[src/rtl/frame_tx_scheduler.sv]
// rtl/frame_tx_scheduler.sv - frame request scheduler for the 10-bit comma/PRBS frame generator
// Optional sync checker on generator output: FRAME_TX_SCHEDULER_CHECK_EN
module frame_tx_scheduler #(
    parameter int PRBS_LENGTH = 8,
    parameter int FRAME_CNT_W = 16,
    parameter int GAP_W       = 8
) (
    input  logic                   clk,
    input  logic                   rst,
    input  logic                   start,
    input  logic                   abort,
    input  logic [FRAME_CNT_W-1:0] num_frames,
    input  logic [GAP_W-1:0]       gap_cycles,
    output logic                   send_enable,
    output logic                   busy,
    output logic                   frame_active,
    output logic                   sof,
    output logic                   eof,
    output logic [FRAME_CNT_W-1:0] frames_sent,
    output logic                   done
`ifdef FRAME_TX_SCHEDULER_CHECK_EN
    ,
    input  logic [9:0]             gen_data,
    output logic                   sync_err
`endif
);

    localparam int PW = $clog2(PRBS_LENGTH + 2);
    localparam logic [PW-1:0] POS_PRE  = PW'(PRBS_LENGTH);
    localparam logic [PW-1:0] POS_LAST = PW'(PRBS_LENGTH + 1);
    localparam logic [FRAME_CNT_W:0] CNT_ONE_X = (FRAME_CNT_W+1)'(1);

    typedef enum logic [2:0] {IDLE, REQ, FRAME, GAP, DONE} state_t;

    state_t                 state;
    logic [PW-1:0]          pos;
    logic [GAP_W-1:0]       gcnt;
    logic [FRAME_CNT_W-1:0] cfg_num;
    logic [GAP_W-1:0]       cfg_gap;
    logic                   abort_pending;
    logic                   req_q;
    logic                   stop;
    logic                   more;

    assign stop = abort | abort_pending;
    // frames_sent has not yet counted the frame whose tail is being decided
    assign more = (cfg_num == '0) ||
                  (({1'b0, frames_sent} + CNT_ONE_X) < {1'b0, cfg_num});

    // Abort must be able to cancel a request in the very cycle it is presented
    assign send_enable = req_q & ~stop;

    always_ff @(posedge clk) begin
        if (rst) begin
            state         <= IDLE;
            pos           <= '0;
            gcnt          <= '0;
            cfg_num       <= '0;
            cfg_gap       <= '0;
            abort_pending <= 1'b0;
            req_q         <= 1'b0;
            busy          <= 1'b0;
            frame_active  <= 1'b0;
            sof           <= 1'b0;
            eof           <= 1'b0;
            frames_sent   <= '0;
            done          <= 1'b0;
        end else begin
            req_q        <= 1'b0;
            sof          <= 1'b0;
            eof          <= 1'b0;
            frame_active <= 1'b0;
            done         <= 1'b0;
            if (state != IDLE && abort)
                abort_pending <= 1'b1;

            unique case (state)
                IDLE: begin
                    if (start) begin
                        state         <= REQ;
                        cfg_num       <= num_frames;
                        cfg_gap       <= gap_cycles;
                        frames_sent   <= '0;
                        abort_pending <= 1'b0;
                        busy          <= 1'b1;
                        req_q         <= 1'b1;
                    end
                end
                REQ: begin
                    if (stop) begin
                        state <= DONE;
                        done  <= 1'b1;
                    end else begin
                        state        <= FRAME;
                        pos          <= '0;
                        sof          <= 1'b1;
                        frame_active <= 1'b1;
                    end
                end
                FRAME: begin
                    if (pos == POS_LAST) begin
                        if (frames_sent != '1)
                            frames_sent <= frames_sent + FRAME_CNT_W'(1);
                        if (more && !stop && cfg_gap == '0) begin
                            pos          <= '0;
                            sof          <= 1'b1;
                            frame_active <= 1'b1;
                        end else if (more && !stop) begin
                            state <= GAP;
                            gcnt  <= cfg_gap;
                            req_q <= (cfg_gap == GAP_W'(1));
                        end else begin
                            state <= DONE;
                            done  <= 1'b1;
                        end
                    end else begin
                        pos          <= pos + PW'(1);
                        frame_active <= 1'b1;
                        if (pos == POS_PRE) begin
                            eof   <= 1'b1;
                            req_q <= more && (cfg_gap == '0);
                        end
                    end
                end
                GAP: begin
                    if (stop) begin
                        state <= DONE;
                        done  <= 1'b1;
                    end else if (gcnt == GAP_W'(1)) begin
                        state        <= FRAME;
                        pos          <= '0;
                        sof          <= 1'b1;
                        frame_active <= 1'b1;
                    end else begin
                        gcnt  <= gcnt - GAP_W'(1);
                        req_q <= (gcnt == GAP_W'(2));
                    end
                end
                DONE: begin
                    state <= IDLE;
                    busy  <= 1'b0;
                end
                default: state <= IDLE;
            endcase
        end
    end

`ifdef FRAME_TX_SCHEDULER_CHECK_EN
    localparam logic [9:0] COMMA = 10'b1100110011;

    always_ff @(posedge clk) begin
        if (rst)
            sync_err <= 1'b0;
        else if (state == IDLE && start)
            sync_err <= 1'b0;
        else if (((sof || eof) && gen_data != COMMA) ||
                 (state == GAP && gen_data != 10'd0))
            sync_err <= 1'b1;
    end
`endif

endmodule

[config.mk]
export PLATFORM = sky130hd
export DESIGN_NAME = frame_tx_scheduler
export DESIGN_NICKNAME = d
export VERILOG_FILES = /design/src/rtl/frame_tx_scheduler.sv
export SDC_FILE = /design/constraint.sdc
export NUM_CORES = 1
export LEC_CHECK = 0
export BUFFER_PORTS_ARGS = -buffer_cell sky130_fd_sc_hd__buf_4
export CAP_MARGIN = 20
export CORE_UTILIZATION = 40
export CTS_CLUSTER_DIAMETER = 200
export DETAILED_ROUTE_END_ITERATION = 8
export SETUP_SLACK_MARGIN = 0.1
export SYNTH_ARGS = -nofsm -noshare
export SYNTH_HDL_FRONTEND = slang
export SYNTH_SLANG_ARGS = --single-unit
[constraint.sdc]
create_clock -name clk -period 10.5 [get_ports clk]
set_clock_uncertainty 0.2 [all_clocks]
set_input_delay 1.05 -clock clk [delete_from_list [all_inputs] [get_ports clk]]
set_output_delay 1.05 -clock clk [all_outputs]
set_load 0.05 [all_outputs]
==> results.md, run 1 <==
Floorplanning:
- For this design the top-level I/O count stands at 50.
- The floorplan step set the die width to 96.34 um.
- The die outline area is 9280 um^2.
- The count of standard-cell rows is 34.
- Measured along the y axis, the die boundary spans 96.34 um.
- The core region is 8678 um^2.
- The initial utilization of the core area, before any placement, comes to 41.02%.

GRT:
- For this run the aggregate overflow at the end of global routing stands at 0.
- The first global-routing pass estimated 14.12 mm of wire.
- The number of global-route vias before repair is 2916.
- The initial antenna violation count was 0.
- Global routing consumed, over all layers together, 19.83% of the routing resources.
- The pin count of the biggest net entering global routing is 61.

STA:
- The total negative slack for setup checks is 0 ns.
- The share of the clock period used by the worst path is 39.74%.
- Setup repair after global routing left no endpoint under its margin.
- The final critical path time including I/O delays and setup is 4.173 ns.
- The transition time of the tightest slew-check pin is 0.9963 ns.
- Measured against its own limit, the worst slew margin works out to 33.38%.
- Based on the critical path, the design can be clocked at up to 239.6 MHz.
- Setup violations remaining at the end of the flow were counted as 0.
- The total count of hold-check failures in the final report is 0.
- The count of final max-slew check failures is 0.

Drt:
- The sum of routed wire length over all layers is 8.775 mm.
- In this run the remaining antenna-violating nets after routing total 0.
- The initial DRC count is 153.
- Dividing the detail-routed wire length by the instance count gives 14.13 um.
- The routed via count divided by cell count is 5.449.
- The number of iterations in the first detailed-routing pass is 5.
- The detailed router placed 3384 vias in this run.
- After detailed routing, the number of remaining DRC violations is 0.

Placement:
- The congestion estimate from routability-driven global placement came to 0.8600.
- Once placement finished, the instance area stood at 3994 um^2.
- The HPWL after detailed placement is 6.266 mm.
- Buffers placed on the I/O ports in this run total 49.
- The instance count after placement with tap cells included is 606.

Logic synthesis:
- In the synthesized netlist the dominant register cell turns out to be dfxtp_1.
- Among all cell types in the netlist, the one instantiated most often is nand2_1.
- After synthesis the cells add up to 3560 um^2.
- The number of nets handed over by synthesis was 518.
- The synthesis warning total is 0.
- The sequential cell area fraction in the yosys report is 34.87%.
- The commonest cells after synthesis are nand2_1 (82), dfxtp_1 (62), a21oi_1 (57).
- The share of synthesized area in the top cell type comes to 34.87%.
- Yosys attributes the largest share of cell area to dfxtp_1 (35%), nand2_1 (8.6%), a21oi_1 (8.0%).
- The gate count after technology mapping is 468.
- Counting flops with a built-in enable in the synthesized netlist gives 0.
- The netlist uses 54 different library cells.
- A synthesized cell averages 7.606 um^2.
- The largest area contributor in the netlist is dfxtp_1.
- In the synthesized netlist the async set-or-reset flop fraction comes to 0%.
- In this run, synthesis produced a sequential element count of 62.

Clock tree:
- The cell at the root of the clock tree is clkbuf_8.
- The number of buffers inserted to repair setup after CTS is 0.
- The clock sink count is 62.
- The H-tree depth is 3.
- After clock tree synthesis, the clock-pin slew on the worst setup and hold paths is 0.07 ns.
- The maximum count of clock buffers along a single path is 2.
- At the later pin of the worst-skew pair, clock insertion delay measures 0.35 ns.
- Hold repair after CTS inserted 0 buffers.
- The CTS tree is done.
- The post-cts resize count is 0.
- Clock tree synthesis inserted a total of 9 buffers.

Critical path:
- The maximum net fanout on the critical path is 8.
- Traced cell by cell, the critical path runs through ha_1 > nand3_2 > or2_1 > nor2_1 > and3_1 > xor2_1 > ha_1 > nand3_1 > o211ai_1 > or3_1 > o32a_1 > a211o_1 > and4b_4 > mux2_4.
- In this design, the critical path's most frequently occurring cell is ha_1.
- The critical path contains buffers and inverters numbering 0 combined.
- STA classifies the critical path startpoint as a register.
- Data on the critical path is required at its endpoint by 10.53 ns.
- The cell with the largest stage delay on the worst path is dfxtp_1.
- The classification of the worst setup path is reg2reg.
- The worst endpoint data arrival time is 4.20 ns.
- The type of destination of the critical path is a register.
- The maximum cell stage delay along the critical path is 0.45 ns.
- On the critical path the largest part of the delay comes from simple AND/OR/NAND/NOR gates.

Finish:
- The finished layout holds 621 standard cells, fillers aside.
- After the last flow step, the layout net total stands at 559.
- The final instance area is 4161 um^2.
- After filler insertion, the fill cell instance count of the layout stands at 913.
- The number of antenna diodes in the final layout is 0.
- Relative to the synthesized area, the layout overhead comes to 16.91%.
- In the final layout, the share of cells above drive strength 1 is 14.04%.

Pwr:
- For this design the ratio of total power to cell area is 127.1 nW/um^2.
- IR analysis of the VDD net gives a maximum drop of 0.06171 mV.
- The total design power is 528.9 uW.
- The leakage dissipation is 1.687 nW.

Run:
- The reported max-cap violation count is 0.

Min path:
- The min-delay analysis places its worst path in the category reg2reg.

Outcome:
- The flow ran to the end, and the final reports show no timing, DRC or antenna violations.
-- sequential cells by signal, summed over array words and instances (netlist names) --
register       cells
abort_pending      1
busy               1
cfg_gap            8
cfg_num           16
done               1
eof                1
frame_active       1
frames_sent       16
gcnt               8
pos                4
req_q              1
sof                1
state              3
-- worst min-delay path, stage by stage (launching register included) --
cell,delay (ns)
dfxtp_1,0.32
nand2_1,0.05
a21oi_1,0.05
-- path summary, 6_finish.rpt --
check / from / endpoint / slack, ns / depth (start not counted)
worst max-delay path: frames_sent[0]$_SDFFE_PP0P_ / pos[0]$_SDFFE_PP0P_ / 6.33 / 14
worst min-delay path: cfg_num[11]$_SDFFE_PP0P_ / cfg_num[11]$_SDFFE_PP0P_ / 0.27 / 2
worst max register to register: frames_sent[0]$_SDFFE_PP0P_ / pos[0]$_SDFFE_PP0P_ / 6.33 / 14
worst min register to register: cfg_num[11]$_SDFFE_PP0P_ / cfg_num[11]$_SDFFE_PP0P_ / 0.27 / 2
-- final cells by class --
| type | count | area [um^2] | area share [%] |
|---|---|---|---|
| Sequential cell | 62 | 1241 | 29.83 |
| Tap cell | 108 | 135.1 | 3.247 |
| Clock buffer | 14 | 162.7 | 3.909 |
| Inverter | 25 | 93.84 | 2.255 |
| Clock inverter | 1 | 5.005 | 0.1203 |
| Multi-Input combinational cell | 360 | 2141 | 51.44 |
| Timing Repair Buffer | 51 | 382.9 | 9.200 |
-- layer usage --
layer | vias to the layer above | global-route usage [%] | routed length [um]
met4 | 0 | 8.088 | 114
met2 | 97 | 30.44 | 3979
met5 | - | 0 | 0
li1 | 1727 | - | -
met3 | 16 | 2.923 | 377
met1 | 1544 | 27.68 | 4303
-- power breakdown --
part / switching (mW) / leakage [nW] / internal (mW) / total, mW
Combinational: 0.0534 / 1.10 / 0.0320 / 0.0854
Sequential: 0.0104 / 0.504 / 0.245 / 0.256
Clock: 0.0903 / 0.0865 / 0.0973 / 0.188
Total: 0.154 / 1.69 / 0.375 / 0.529
-- stage by stage --
| stage | util [%] | setup slack, ns | hold WS (ns) |
|---|---|---|---|
| 3_3_place_gp | 46.02 | 6.521 | 0.2622 |
| 5_1_grt | 47.95 | 6.048 | 0.2913 |
| 4_1_cts | 47.95 | 6.358 | 0.2768 |
| 6_report | 47.95 | 6.327 | 0.2723 |
| 3_5_place_dp | 46.02 | 6.387 | 0.2685 |
| 2_1_floorplan | - | 6.279 | 0.2406 |
-- cell families (layout without fill, tap and decap cells) --
logic type	after synthesis	count (layout)	synth area share [%]
simple gates	205	205	28.51
compound gates	115	115	18.95
flops	62	62	34.87
buf+inv	46	91	5.237
fa+ha+maj	22	22	7.733
xor+xnor	14	14	3.445
mux	4	4	1.265
-- layout by cell type, fill, tap and decap left out, types with 4 or more instances in the layout --
| master | count |
|---|---|
| nand2_1 | 82 |
| dfxtp_1 | 62 |
| a21oi_1 | 57 |
| buf_4 | 51 |
| nor2_1 | 38 |
| inv_1 | 25 |
| o21ai_0 | 23 |
| ha_1 | 22 |
| nand3_1 | 12 |
| nor3_1 | 12 |
| clkbuf_8 | 11 |
| nand4_1 | 9 |
| nand3b_1 | 9 |
| xor2_1 | 7 |
| xnor2_1 | 7 |
| and2_1 | 7 |
| nor4_1 | 6 |
| and3_1 | 5 |
| or3_1 | 5 |
| a211oi_1 | 5 |
| o21a_1 | 4 |
| nand2b_1 | 4 |
| o211ai_1 | 4 |
| a31oi_1 | 4 |
Note: power is estimated with default switching activity, not from simulation.
==> run 2, diff against run 1 <==
==> constraint.sdc (replaced) <==
create_clock -name clk -period 3.7 [get_ports clk]
set_clock_uncertainty 0.2 [all_clocks]
set_input_delay 0.37 -clock clk [delete_from_list [all_inputs] [get_ports clk]]
set_output_delay 0.37 -clock clk [all_outputs]
set_load 0.05 [all_outputs]
==> results.md, run 2 (synthesized netlist as in run 1, its figures left out) <==
Outcome:
- The run finished with clean final reports.

Clock tree:
- The H-tree was split into 3 levels.
- After clock tree synthesis, the clock-pin slew on the worst setup and hold paths is 0.08 ns.
- Clock tree synthesis inserted a total of 9 buffers.
- The insertion delay to the later sink of the worst-skew pair is 0.34 ns.
- The clock sink count is 62.
- The CTS tree is done.
- The clock passes through at most 2 buffers.
- In this run the clock root is driven by a clkbuf_8.

Critical path:
- Among all stages on the critical path, the largest delay is contributed by dfxtp_4.
- The maximum net fanout on the critical path is 7.
- At the worst endpoint, the arrival time is 3.54 ns.
- At the worst endpoint, the required time is 3.73 ns.
- The count of cell instances traversed by the critical path is 13.
- The signal on the critical path passes through and4_4 > nand4_1 > nor2_2 > and3_4 > xor2_1 > ha_1 > a21oi_1 > o211ai_1 > or3_1 > o32a_1 > a211o_1 > and4b_4 > mux2_4.
- The end of the worst register-to-register path is pos[0]$_SDFFE_PP0P_.
- The maximum cell stage delay along the critical path is 0.39 ns.
- The critical path contains buffers and inverters numbering 0 combined.
- The slack of the worst reg-to-reg path is 0.18 ns.
- The cell family contributing the most delay on the critical path is simple AND/OR/NAND/NOR gates.
- Tracing the worst setup path back leads to its startpoint at frames_sent[2]$_SDFFE_PP0P_.
- The critical register-to-register path startpoint is frames_sent[2]$_SDFFE_PP0P_.
- The type of origin of the critical path is a register.
- In this run the worst setup path terminates at pos[0]$_SDFFE_PP0P_.
- STA classifies the critical path endpoint as a register.
- The critical path is of the reg2reg type.
- The cell count of the worst reg-to-reg path is 13.

GRT:
- The first global-routing pass estimated 15.12 mm of wire.
- The global-route total usage across every layer is 21.25%.
- Summed over all layers, the global routing overflow is 0.
- The initial antenna violation count came to 0.
- The number of global-route vias before repair was 3159.
- The pin count of the biggest net entering global routing is 61.

Floorplanning:
- The number of ports placed on the die boundary is 50.
- The starting utilization of the core area is 41.02%.
- The die outline area is 9280 um^2.
- In this run the standard cell core region covers 8678 um^2.
- From bottom edge to top edge, the die measures 96.34 um.
- In this run the core area contains 34 standard-cell rows.
- The floorplan step set the die width to 96.34 um.

Drt:
- The routed via count divided by cell count is 5.363.
- For this block, the via count after detailed routing is 3432.
- The number of routed nets with antenna violations is 0.
- The initial DRC count is 215.
- The sum of routed wire length over all layers is 9.318 mm.
- The number of iterations in the first detailed-routing pass is 4.
- After detailed routing, the average wire length per cell comes to 14.56 um.
- In the routed design, unresolved DRC markers number 0.

STA:
- Headroom to the max-slew limit came out at 39.41%.
- The final-report setup violation count is 0.
- The transition time of the tightest slew-check pin is 0.9088 ns.
- The total negative slack for setup checks is 0 ns.
- The count of final max-slew check failures was 0.
- Based on the critical path, the design can be clocked at up to 284.4 MHz.
- The clock period could shrink to 3.516 ns.
- Final hold analysis gives a worst-case slack of 0.08125 ns.
- The worst path uses 95.02% of the clock period.
- The total count of hold-check failures in the final report is 0.
- Setup repair after global routing could not meet its margin everywhere.

Finish:
- The most frequent standard cell in the layout excluding fill and tap cells is nand2_1.
- The layout-stage area growth over the synthesis result is 25.27%.
- The count of nets after finishing is 577.
- The largest registers in the layout are cfg_num: 16 flops, frames_sent: 16 flops.
- Counting the fill cells in the layout gives 914.
- Leaving out fill and tap cells, the most frequent cells in the layout are nand2_1 (82), buf_4 (69), a21oi_1 (57).
- The proportion of layout cells with a drive suffix above 1 is 21.80%.
- The number of antenna diodes in the final layout is 0.

Placement:
- Routability-driven placement finished with a final weighted congestion of 0.8830.
- The placed wire-length estimate after detailed placement is 6.384 mm.
- During placement, the flow inserted port buffers numbering 49.

Pwr:
- Summed over all cells, the static leakage comes to 1.808 nW.
- The largest voltage drop on the vdd net is 0.2147 mV.
- The power density over the cells is 357.0 nW/um^2.

Min path:
- The worst hold path belongs to the class in2reg.

Run:
- Max-cap violations in this run came to 0.
run 2: changes by cell type in the layout (fill, tap and decap cells not counted), sizes merged:
cell / change
bufinv: +1
buf: +18
clkinv: +2
clkbuf: -2
run 2: metrics by stage:
step	worst slack, ns	power, mW	util, %	cells	area [um^2]
floorplan	0.02735	0.9015	-	468	3621
global placement	0.1175	0.9811	46.96	610	4075
detailed placement	0.04907	0.9843	46.96	610	4075
CTS	0.1186	1.599	49.81	632	4323
global route	0.07327	1.667	51.38	640	4459
finish	0.1843	1.592	51.38	640	4459
run 2: repair_timing:
item | in CTS | in global routing
gates resized for setup | 1 | 12
endpoints found under the setup margin | 5 | 11
hold buffers | 0 | 0
pin swaps | 3 | 4
setup buffers | 6 | 8
hold endpoints to repair | 0 | 0
run 2: worst min path at each step:
stage / start / endpoint / depth (start not counted)
after global placement: cfg_num[10]$_SDFFE_PP0P_ / cfg_num[10]$_SDFFE_PP0P_ / 2
after floorplan: cfg_gap[7]$_SDFFE_PP0P_ / cfg_gap[7]$_SDFFE_PP0P_ / 2
after CTS: num_frames[6] / cfg_num[6]$_SDFFE_PP0P_ / 3
after global routing: gap_cycles[6] / cfg_gap[6]$_SDFFE_PP0P_ / 3
final: gap_cycles[3] / cfg_gap[3]$_SDFFE_PP0P_ / 3
after detailed placement: cfg_num[9]$_SDFFE_PP0P_ / cfg_num[9]$_SDFFE_PP0P_ / 2
run 2: cell type report:
class | count | area (um^2) | share of cell area, %
multi-input cells | 360 | 2242 | 50.28
flip-flops and latches | 62 | 1270 | 28.48
repair buffers | 69 | 518.0 | 11.62
clock buffers | 12 | 155.1 | 3.479
well taps | 108 | 135.1 | 3.030
inverters | 25 | 93.84 | 2.104
clock inverters | 4 | 45.04 | 1.010
run 2: report_power, final:
group | total [mW] | switching (mW) | internal, mW
combinational | 0.255 | 0.155 | 0.100
clock | 0.615 | 0.270 | 0.345
sequential | 0.722 | 0.0299 | 0.692
total | 1.59 | 0.455 | 1.14
run 2: tightest hold or removal path, cell delays in order:
cell	delay [ns]
buf_4	0.11
nand2_1	0.05
a21oi_1	0.05
run 2: layer usage:
| layer | share of wire [%] | wire length [um] | GRT usage (%) | vias up |
|---|---|---|---|---|
| met3 | 4.0 | 372 | 3.002 | 7 |
| li1 | - | - | - | 1757 |
| met1 | 50 | 4614 | 30.31 | 1587 |
| met4 | 0.86 | 80 | 7.230 | 0 |
| met5 | 0 | 0 | 0 | - |
| met2 | 46 | 4250 | 32.62 | 81 |
